--- src/rtl/tdm_demux_1_4.sv ---
// tdm_demux_1_4: registered 1:4 TDM demux; lanes chosen by a frame slot counter (mode=0) or sel (mode=1).
// Latency: one clock from accepted word to lane/out_valid update; all pulse outputs are one registered cycle.
// Backpressure: none; frame-mode words seen in IDLE without frame_start are dropped and counted. Option: TDM_DEMUX_PARITY_EN.
module tdm_demux_1_4 #(
  parameter int WIDTH = 1
) (
  input  logic               clk,
  input  logic               rst,
  input  logic               in_valid,
  input  logic [WIDTH-1:0]   in_data,
  input  logic               frame_start,
  input  logic               mode,
  input  logic [1:0]         sel,
`ifdef TDM_DEMUX_PARITY_EN
  input  logic               in_parity,
  output logic               parity_err,
`endif
  output logic [4*WIDTH-1:0] out,
  output logic [3:0]         out_valid,
  output logic               frame_done,
  output logic               frame_err,
  output logic [7:0]         drop_cnt
);

  localparam logic ST_IDLE = 1'b0;
  localparam logic ST_RUN  = 1'b1;

  logic       state_q, state_d;
  logic [1:0] slot_q, slot_d;
  logic       wr_en;
  logic [1:0] wr_lane;
  logic       done_d;
  logic       err_d;
  logic       drop_d;

  always_comb begin
    state_d = state_q;
    slot_d  = slot_q;
    wr_en   = 1'b0;
    wr_lane = 2'd0;
    done_d  = 1'b0;
    err_d   = 1'b0;
    drop_d  = 1'b0;
    if (in_valid) begin
      if (mode) begin
        // Direct mode abandons any frame in progress without flagging it.
        wr_en   = 1'b1;
        wr_lane = sel;
        state_d = ST_IDLE;
        slot_d  = 2'd0;
      end else if (state_q == ST_IDLE) begin
        if (frame_start) begin
          wr_en   = 1'b1;
          wr_lane = 2'd0;
          slot_d  = 2'd1;
          state_d = ST_RUN;
        end else begin
          drop_d = 1'b1;
        end
      end else if (frame_start) begin
        // Resync: restart at slot 0 and stay in RUN.
        wr_en   = 1'b1;
        wr_lane = 2'd0;
        slot_d  = 2'd1;
        err_d   = 1'b1;
      end else begin
        wr_en   = 1'b1;
        wr_lane = slot_q;
        slot_d  = slot_q + 2'd1;
        if (slot_q == 2'd3) begin
          done_d  = 1'b1;
          state_d = ST_IDLE;
        end
      end
    end
  end

  always_ff @(posedge clk or posedge rst) begin
    if (rst) begin
      state_q <= ST_IDLE;
      slot_q  <= 2'd0;
    end else begin
      state_q <= state_d;
      slot_q  <= slot_d;
    end
  end

  always_ff @(posedge clk or posedge rst) begin
    if (rst) begin
      out <= '0;
    end else if (wr_en) begin
      for (int k = 0; k < 4; k++) begin
        if (wr_lane == 2'(k)) out[k*WIDTH +: WIDTH] <= in_data;
      end
    end
  end

  always_ff @(posedge clk or posedge rst) begin
    if (rst) begin
      out_valid  <= 4'b0000;
      frame_done <= 1'b0;
      frame_err  <= 1'b0;
    end else begin
      out_valid  <= wr_en ? (4'b0001 << wr_lane) : 4'b0000;
      frame_done <= done_d;
      frame_err  <= err_d;
    end
  end

  always_ff @(posedge clk or posedge rst) begin
    if (rst) begin
      drop_cnt <= 8'd0;
    end else if (drop_d && (drop_cnt != 8'hFF)) begin
      drop_cnt <= drop_cnt + 8'd1;
    end
  end

`ifdef TDM_DEMUX_PARITY_EN
  always_ff @(posedge clk or posedge rst) begin
    if (rst) begin
      parity_err <= 1'b0;
    end else begin
      parity_err <= wr_en && ((^in_data) != in_parity);
    end
  end
`endif

endmodule

--- config.mk ---
export PLATFORM = sky130hd
export DESIGN_NAME = tdm_demux_1_4
export DESIGN_NICKNAME = d
export VERILOG_FILES = /design/src/rtl/tdm_demux_1_4.sv
export SDC_FILE = /design/constraint.sdc
export NUM_CORES = 1
export LEC_CHECK = 0
export CAP_MARGIN = 20
export CORE_UTILIZATION = 30
export DETAILED_ROUTE_END_ITERATION = 7
export MAX_ROUTING_LAYER = met4
export PLACE_DENSITY_LB_ADDON = 0.2
export SLEW_MARGIN = 40
export SYNTH_ARGS = -nofsm -noshare
export SYNTH_HDL_FRONTEND = slang
export SYNTH_SLANG_ARGS = --single-unit
--- constraint.sdc ---
create_clock -name clk -period 2.35 [get_ports clk]
set_input_delay 0.235 -clock clk [delete_from_list [all_inputs] [get_ports clk]]
set_output_delay 0.235 -clock clk [all_outputs]
set_load 0.01 [all_outputs]
# Word level (Yosys, flattened, before mapping)
# Cells that the tools add are included.
# Widths: inputs -> output; s select.
totals:
  wordCells: 55
  input_bits: 8
  register_bits: 21
op_classes:
  n_eq_ne: 5
  n_mux: 29
  reduce_logical: 8
  n_shift: 1
  addsub: 2
op_table:
  columns: ["operator", "n"]
  rows:
  - ["$mux 1", 20]
  - ["$mux 2", 8]
  - ["$reduce_and 2->1", 5]
  - ["$add 8x1->8 const B", 1]
  - ["$ne 8x8->1 const B", 1]
  - ["$eq 2x2->1 const B", 3]
  - ["$mux 4", 1]
  - ["$shl 1x2->4 const A", 1]
  - ["$reduce_bool 3->1", 1]
  - ["$add 2x1->2 const B", 1]
  - ["$eq 2x1->1 const B", 1]
  - ["$logic_not 2->1", 1]
  - ["$logic_and 1x1->1", 1]

# Logic depth before layout (Yosys ltp)
# Gate-level depths: netlist (run 1).
logic_depth:
  word_depth: 6
  ltp_mapped: 5
  ltp_nobuf: 4

# Least setup slack after synthesis (run 1)
# No wires, ideal clock.
synth_path:
  path_kind: "register -> register"
  start: "reg state_q"
  end: "reg drop_cnt[5]"
  synth_period_minus_slack_ns: 1.617
  stages_incl_launch_ff: 6
  path_slack_ns: 0.733
  required_ns: 2.225
  t_arrival_ns: 1.492
  setup_ns: 0.125
  cell_sequence: "dfrtp_1 buf_6 nor4b_4 and3_4 nand4_2 mux2_4"
synth_between:
  elab_chain_cells: 4
synth_rtl:
  columns: ["item", "line_no", "text"]
  rows:
  - ["from (decl)", "28", "logic state_q, state_d;"]
  - ["from (signal assigned)", "83", "state_q <= state_d;"]
  - ["$mux 1", "51", "end else if (state_q == ST_IDLE) begin"]
  - ["$mux 1", "45", "if (mode) begin"]
  - ["$mux 1", "44", "if (in_valid) begin"]
  - ["$logic_and 1x1->1", "113", "end else if (drop_d && (drop_cnt != 8'hFF)) begin"]
  - ["to (signal assigned)", "114", "drop_cnt <= drop_cnt + 8'd1;"]
  - ["to (decl)", "22", "output logic [7:0] drop_cnt"]
# No other way between the ends.
# A chain may end at the register's enable or synchronous reset.

# Worst setup path in the final report (run 1)
# Ends and elaborated chain as after synthesis.

==> qor.yml, run 1 <==
status: "complete, no violations"
syn_nets: 95
fillers: 318
num_vias: 733
multiInputGateArea_um2: 423
htreeDepth: 1
place_congestion: 0.722
yosysUniqueCellTypes: 29
skew_ns: 0.00779
timing.fmax_mhz: 573
wl_mm: 1.75
holdBufCountCts: 0
rows: 20
grt_pass1_vias: 694
hold_class: "in -> async"
synth_top_area_share_pct: 53.6
critPathMaxFanout: 10
syn_area_um2: 980
cp-end-kind: "flop"
ys_ff_latch: 21
ff_latch_area_um2: 526
worst_pin_slew_ns: 0.431
antenna_found_initial: 0
drv_slew: 0
final.setup.tns_ns: 0
cts_tree: "yes"
cts_resized: 0
p_switching_uw: 273
layout_common_cells: "25 x clkdlybuf4s50_1, 21 x dfrtp_1, 8 x nor2_1, 6 x mux2_1, 5 x nand2_1"
grt_max_degree: 22
setup_viol: 0
layout_commonest_cell: "clkdlybuf4s50_1"
hold_viol: 0
root_buffer: "clkbuf_4"
synth_area_leaders: "dfrtp_1 54%, mux2_1 6.9%, nor2_1 3.1%, xnor2_1 2.7%, ha_1 2.6%"
rsz0062_at_grt: "false"
p_int_uw: 640
use_met3_pct: 2.18
clkPwrFrac_pct: 18.7
ys_warn_count: 0
dr.pass1.iters: 4
num_antenna_cells: 0
crit_required_ns: 2.55
fin_nets: 123
cts_buffers: 3
areaGrowthSynthToFinish_pct: 32.2
clk_path_buf_depth: 2
worstSkewPairLatency_ns: 0.30
async_flop_share_pct: 100
leakage_nw: 0.547
switching_share_pct: 29.9
fin_crit_ns: 1.75
final_layout_size_suffix_gt1_share_pct: 7.14
drv_cap: 0
drtAntennaViolNets: 0
irDropWorstVdd_mv: 0.250
clk_pin_slew_ns: 0.12
power.total_uw: 913
grt_pass1_wl_mm: 2.98
synth_largest_area_cell: "dfrtp_1"
start_util_pct: 31.8
drt_iter0_drc: 10
cts.sinks: 21
grt_overflow: 0
synth_edf_count: 0
seq_power_share_pct: 52.9
fp.dieH_um: 59.1
p_per_area_nw_per_um2: 705
min_period_over_period_pct: 74.3
ys.flop_type: "dfrtp_1"
dieArea_um2: 3500
pwr-share-comb_pct: 28.4
cp.arrival_ns: 1.94
slew_headroom_pct: 71.2
post_drt_wl_per_cell_um: 11.2
synth_seq_area_share_pct: 53.6
top_usage_layer: "met2"
syn_inst: 85
coreArea_um2: 3080
cts_setup_buffers: 0
via_per_inst: 4.70
gr-usage-met2_pct: 17.2
use_met1_pct: 15.2
cp-start-kind: "flop"
avgSynthCellArea_um2: 11.5
grtUsageTotal_pct: 11.7
ios: 26
hpwlAfterDp_mm: 1.35
die_w_um: 59.1
io_buffers: 25
drc: 0
critPathKind: "reg -> reg"
-- worst max-delay path, stage by stage, from the launching register on --
cell and delay (ns):
dfrtp_1 0.51, nor4b_4 0.45, and3_4 0.27, nand4_2 0.11, mux2_4 0.31
-- sequential cells by signal (all words and copies together), names as in the netlist --
name,flops
slot_q,2
state_q,1
out,4
frame_err,1
frame_done,1
out_valid,4
drop_cnt,8
-- synthesized netlist by cell type, drive strengths merged (2+ instances only) --
master and n:
dfrtp 21, nor2 8, mux2 7, o21ai 6
nand2 5, inv 4, nand3 4, nand4 4
nor2b 3, xnor2 3, a31oi 2, and4 2
buf 2, ha 2, nand2b 2
-- layout make-up --
class / count / share of cell area [%]
multi-input combinational: 58 / 32.7
clock buffer: 4 / 2.03
tap: 44 / 4.25
sequential: 21 / 40.6
inverter: 4 / 1.16
timing repair buffer: 25 / 19.3
-- final timing paths --
kind | from | end | depth (start not counted) | slack, ns
max in group asynchronous | rst | drop_cnt[3] | 2 | 1.81
worst min-delay path | rst | drop_cnt[2] | 2 | 0.24
worst max-delay path | state_q | drop_cnt[5] | 4 | 0.60
min in group clk | out[0] | out[0] | 1 | 0.50
worst max register to register | state_q | drop_cnt[5] | 4 | 0.60
worst min register to register | out[0] | out[0] | 1 | 0.50
-- per-layer routing --
layer	wire, um	part of all wire [%]
met1	834	48
met5	0	0
met2	829	47
met3	73	4.2
met4	10	0.57
-- logic make-up after synthesis --
| kind of cell | synth area share, % |
|---|---|
| flip-flops | 53.6 |
| multiplexers | 8.43 |
| XOR/XNOR | 2.68 |
| AO/OA/AOI/OAI | 7.54 |
| adder cells (fa/ha/maj) | 2.55 |
| AND/OR/NAND/NOR | 22.0 |
| buffers and inverters | 3.19 |
-- power by group through the flow --
stage	Combinational [mW]	Sequential (mW)	Clock, mW
6_report	0.259	0.483	0.171
5_1_grt	0.283	0.491	0.192
4_1_cts	0.263	0.483	0.179
3_5_place_dp	0.262	0.491	0
3_3_place_gp	0.259	0.492	0
2_1_floorplan	0.107	0.503	0
-- metrics by stage --
stage	worst slack, ns	instance area, um^2	hold WS, ns	std cells	util [%]
global route	0.518	1290	0.297	156	42.1
CTS	0.596	1290	0.411	156	42.1
floorplan	0.733	980	0.212	85	-
detailed placement	0.296	1270	0.479	152	41.2
global placement	0.351	1270	0.470	152	41.2
finish	0.605	1290	0.243	156	42.1
(Power assumes the default switching activity.)
==> inputs of run 2 (changes only) <==
- clock period: 2.35 -> 1.6 ns (I/O delays scaled with it)
==> qor.yml, run 2 (synthesized netlist as in run 1, its figures left out) <==
status: "complete, no violations"  # unchanged
ios: 26  # unchanged
drt_iter0_drc: 38  # was 10
worst_pin_slew_ns: 0.289  # was 0.431 ns
cts_buffers: 3  # unchanged
cp.arrival_ns: 1.71  # was 1.94 ns
rsz0062_at_grt: "true"  # was false
p_int_uw: 995  # was 640 uW
start_util_pct: 31.8  # unchanged
switching_share_pct: 29.6  # was 29.9%
clk_path_buf_depth: 2  # unchanged
place_congestion: 0.838  # was 0.722
layout_commonest_cell: "clkdlybuf4s50_1"  # unchanged
regMostFlops: "drop_cnt"  # unchanged
clkPwrFrac_pct: 17.7  # was 18.7%
final_layout_size_suffix_gt1_share_pct: 20.2  # was 7.14%
root_buffer: "clkbuf_4"  # unchanged
layout_common_cells: "25 x clkdlybuf4s50_1, 21 x dfrtp_1, 17 x buf_4, 8 x nor2_1, 6 x mux2_1"  # was 25 x clkdlybuf4s50_1, 21 x dfrtp_1, 8 x nor2_1, 6 x mux2_1, 5 x nand2_1
min_period_over_period_pct: 95.3
largest_reg_flops: 8  # unchanged
seq_power_share_pct: 48.5  # was 52.9%
instances_no_fill: 173  # was 156
grt_pass1_vias: 762  # was 694
post_drt_wl_per_cell_um: 11.0  # was 11.2 um
areaGrowthSynthToFinish_pct: 45.7  # was 32.2%
pwr-share-comb_pct: 33.9  # was 28.4%
dieArea_um2: 3500  # unchanged
fin_area_um2: 1430  # was 1290 um^2
holdBufCountCts: 0  # unchanged
rows: 20  # unchanged
leakage_nw: 0.633  # was 0.547 nW
slew_headroom_pct: 80.7  # was 71.2%
htreeDepth: 1  # unchanged
cts_tree: "yes"  # unchanged
hpwlAfterDp_mm: 1.50  # was 1.35 mm
die_w_um: 59.1  # unchanged
reg.largest.list: "drop_cnt (8), out (4), out_valid (4)"  # unchanged
cts_setup_buffers: 0  # unchanged
via_per_inst: 4.59  # was 4.70
drc: 0  # unchanged
setup_viol: 0  # unchanged
critPathMaxFanout: 8  # was 10
cts.sinks: 21  # unchanged
cp-start-kind: "input pin"  # was flop
skew_ns: 0.00413  # was 0.00779 ns
r2r_slack_ns: 0.08  # was 0.60 ns
final_util_pct: 46.4  # was 42.1%
fin_crit_ns: 1.52
hold_viol: 0  # unchanged
power.total_mw: 1.41  # was 913 uW
grt_overflow: 0  # unchanged
crit_required_ns: 1.79  # was 2.55 ns
antenna_found_initial: 0  # unchanged
fp.dieH_um: 59.1  # unchanged
fin_nets: 140  # was 123
io_buffers: 25  # unchanged
grt_max_degree: 22  # unchanged
drv_cap: 0  # unchanged
cts_resized: 0  # unchanged
rr_worst_depth: 4  # unchanged
num_vias: 794  # was 733
worstSkewPairLatency_ns: 0.29  # was 0.30 ns
hold_class: "in -> async"  # unchanged
whs_ns: 0.185  # was 0.243 ns
timing.fmax_mhz: 656
irDropWorstVdd_mv: 0.311  # was 0.250 mV
coreArea_um2: 3080  # unchanged
drv_slew: 0  # unchanged
dpl_cell_area_um2: 1400  # was 1270 um^2
cp-end-kind: "flop"  # unchanged
grt_pass1_wl_mm: 3.21  # was 2.98 mm
num_antenna_cells: 0  # unchanged
dp.cells: 169  # was 152
dr.pass1.iters: 4  # unchanged
wl_mm: 1.90  # was 1.75 mm
clk_pin_slew_ns: 0.11  # was 0.12 ns
drtAntennaViolNets: 0  # unchanged
critPathKind: "in -> reg"  # was reg -> reg
grtUsageTotal_pct: 12.7  # was 11.7%
p_per_area_nw_per_um2: 990  # was 705 nW/um^2
p_switching_uw: 418  # was 273 uW
run 2: cell count changes in the layout (fill, tap and decap cells not counted), sizes merged:
cell | before | now
buf | 0 | 17
run 2: area by class of cell:
class | instances | area [um^2]
clock buffers | 4 | 26.3
well taps | 44 | 55.1
fillers | 308 | 1650
flip-flops and latches | 21 | 526
repair buffers | 42 | 378
inverters | 4 | 15.0
multi-input cells | 58 | 428
run 2: power groups by stage:
stage                     sequential, mW  clock (mW)  combinational, mW
after CTS                          0.687       0.262              0.479
after global placement             0.693           0              0.472
final                              0.685       0.250              0.478
after detailed placement           0.698           0              0.479
after global routing               0.697       0.287              0.530
after floorplan                    0.738           0              0.157
run 2: layer usage:
| metal | up-vias | wire (um) | global-route usage [%] |
|---|---|---|---|
| met4 | 0 | 12 | 6.46 |
| met3 | 2 | 81 | 2.18 |
| li1 | 390 | - | - |
| met5 | - | 0 | - |
| met1 | 380 | 922 | 15.6 |
| met2 | 22 | 880 | 20.0 |
run 2: final timing paths:
path,startpoint,endpoint
setup / recovery,mode,out[1]
hold / removal,rst,drop_cnt[4]
setup reg to reg,state_q,drop_cnt[5]
min in group clk,out[0],out[0]
max in group asynchronous,rst,slot_q[1]
hold reg to reg,out[0],out[0]
run 2: worst max-delay path: stages:
cell and delay [ns]:
clkdlybuf4s50_1 0.55, and2_1 0.24, a211o_1 0.28, nor2b_1 0.16, mux2_1 0.33
run 2: through the flow:
stage	setup TNS (ns)	setup WS, ns
finish	0	0.0757
detailed placement	-1.97	-0.248
global route	-0.0566	-0.0336
global placement	-1.47	-0.224
floorplan	-0.000582	-0.000582
CTS	0	0.0749
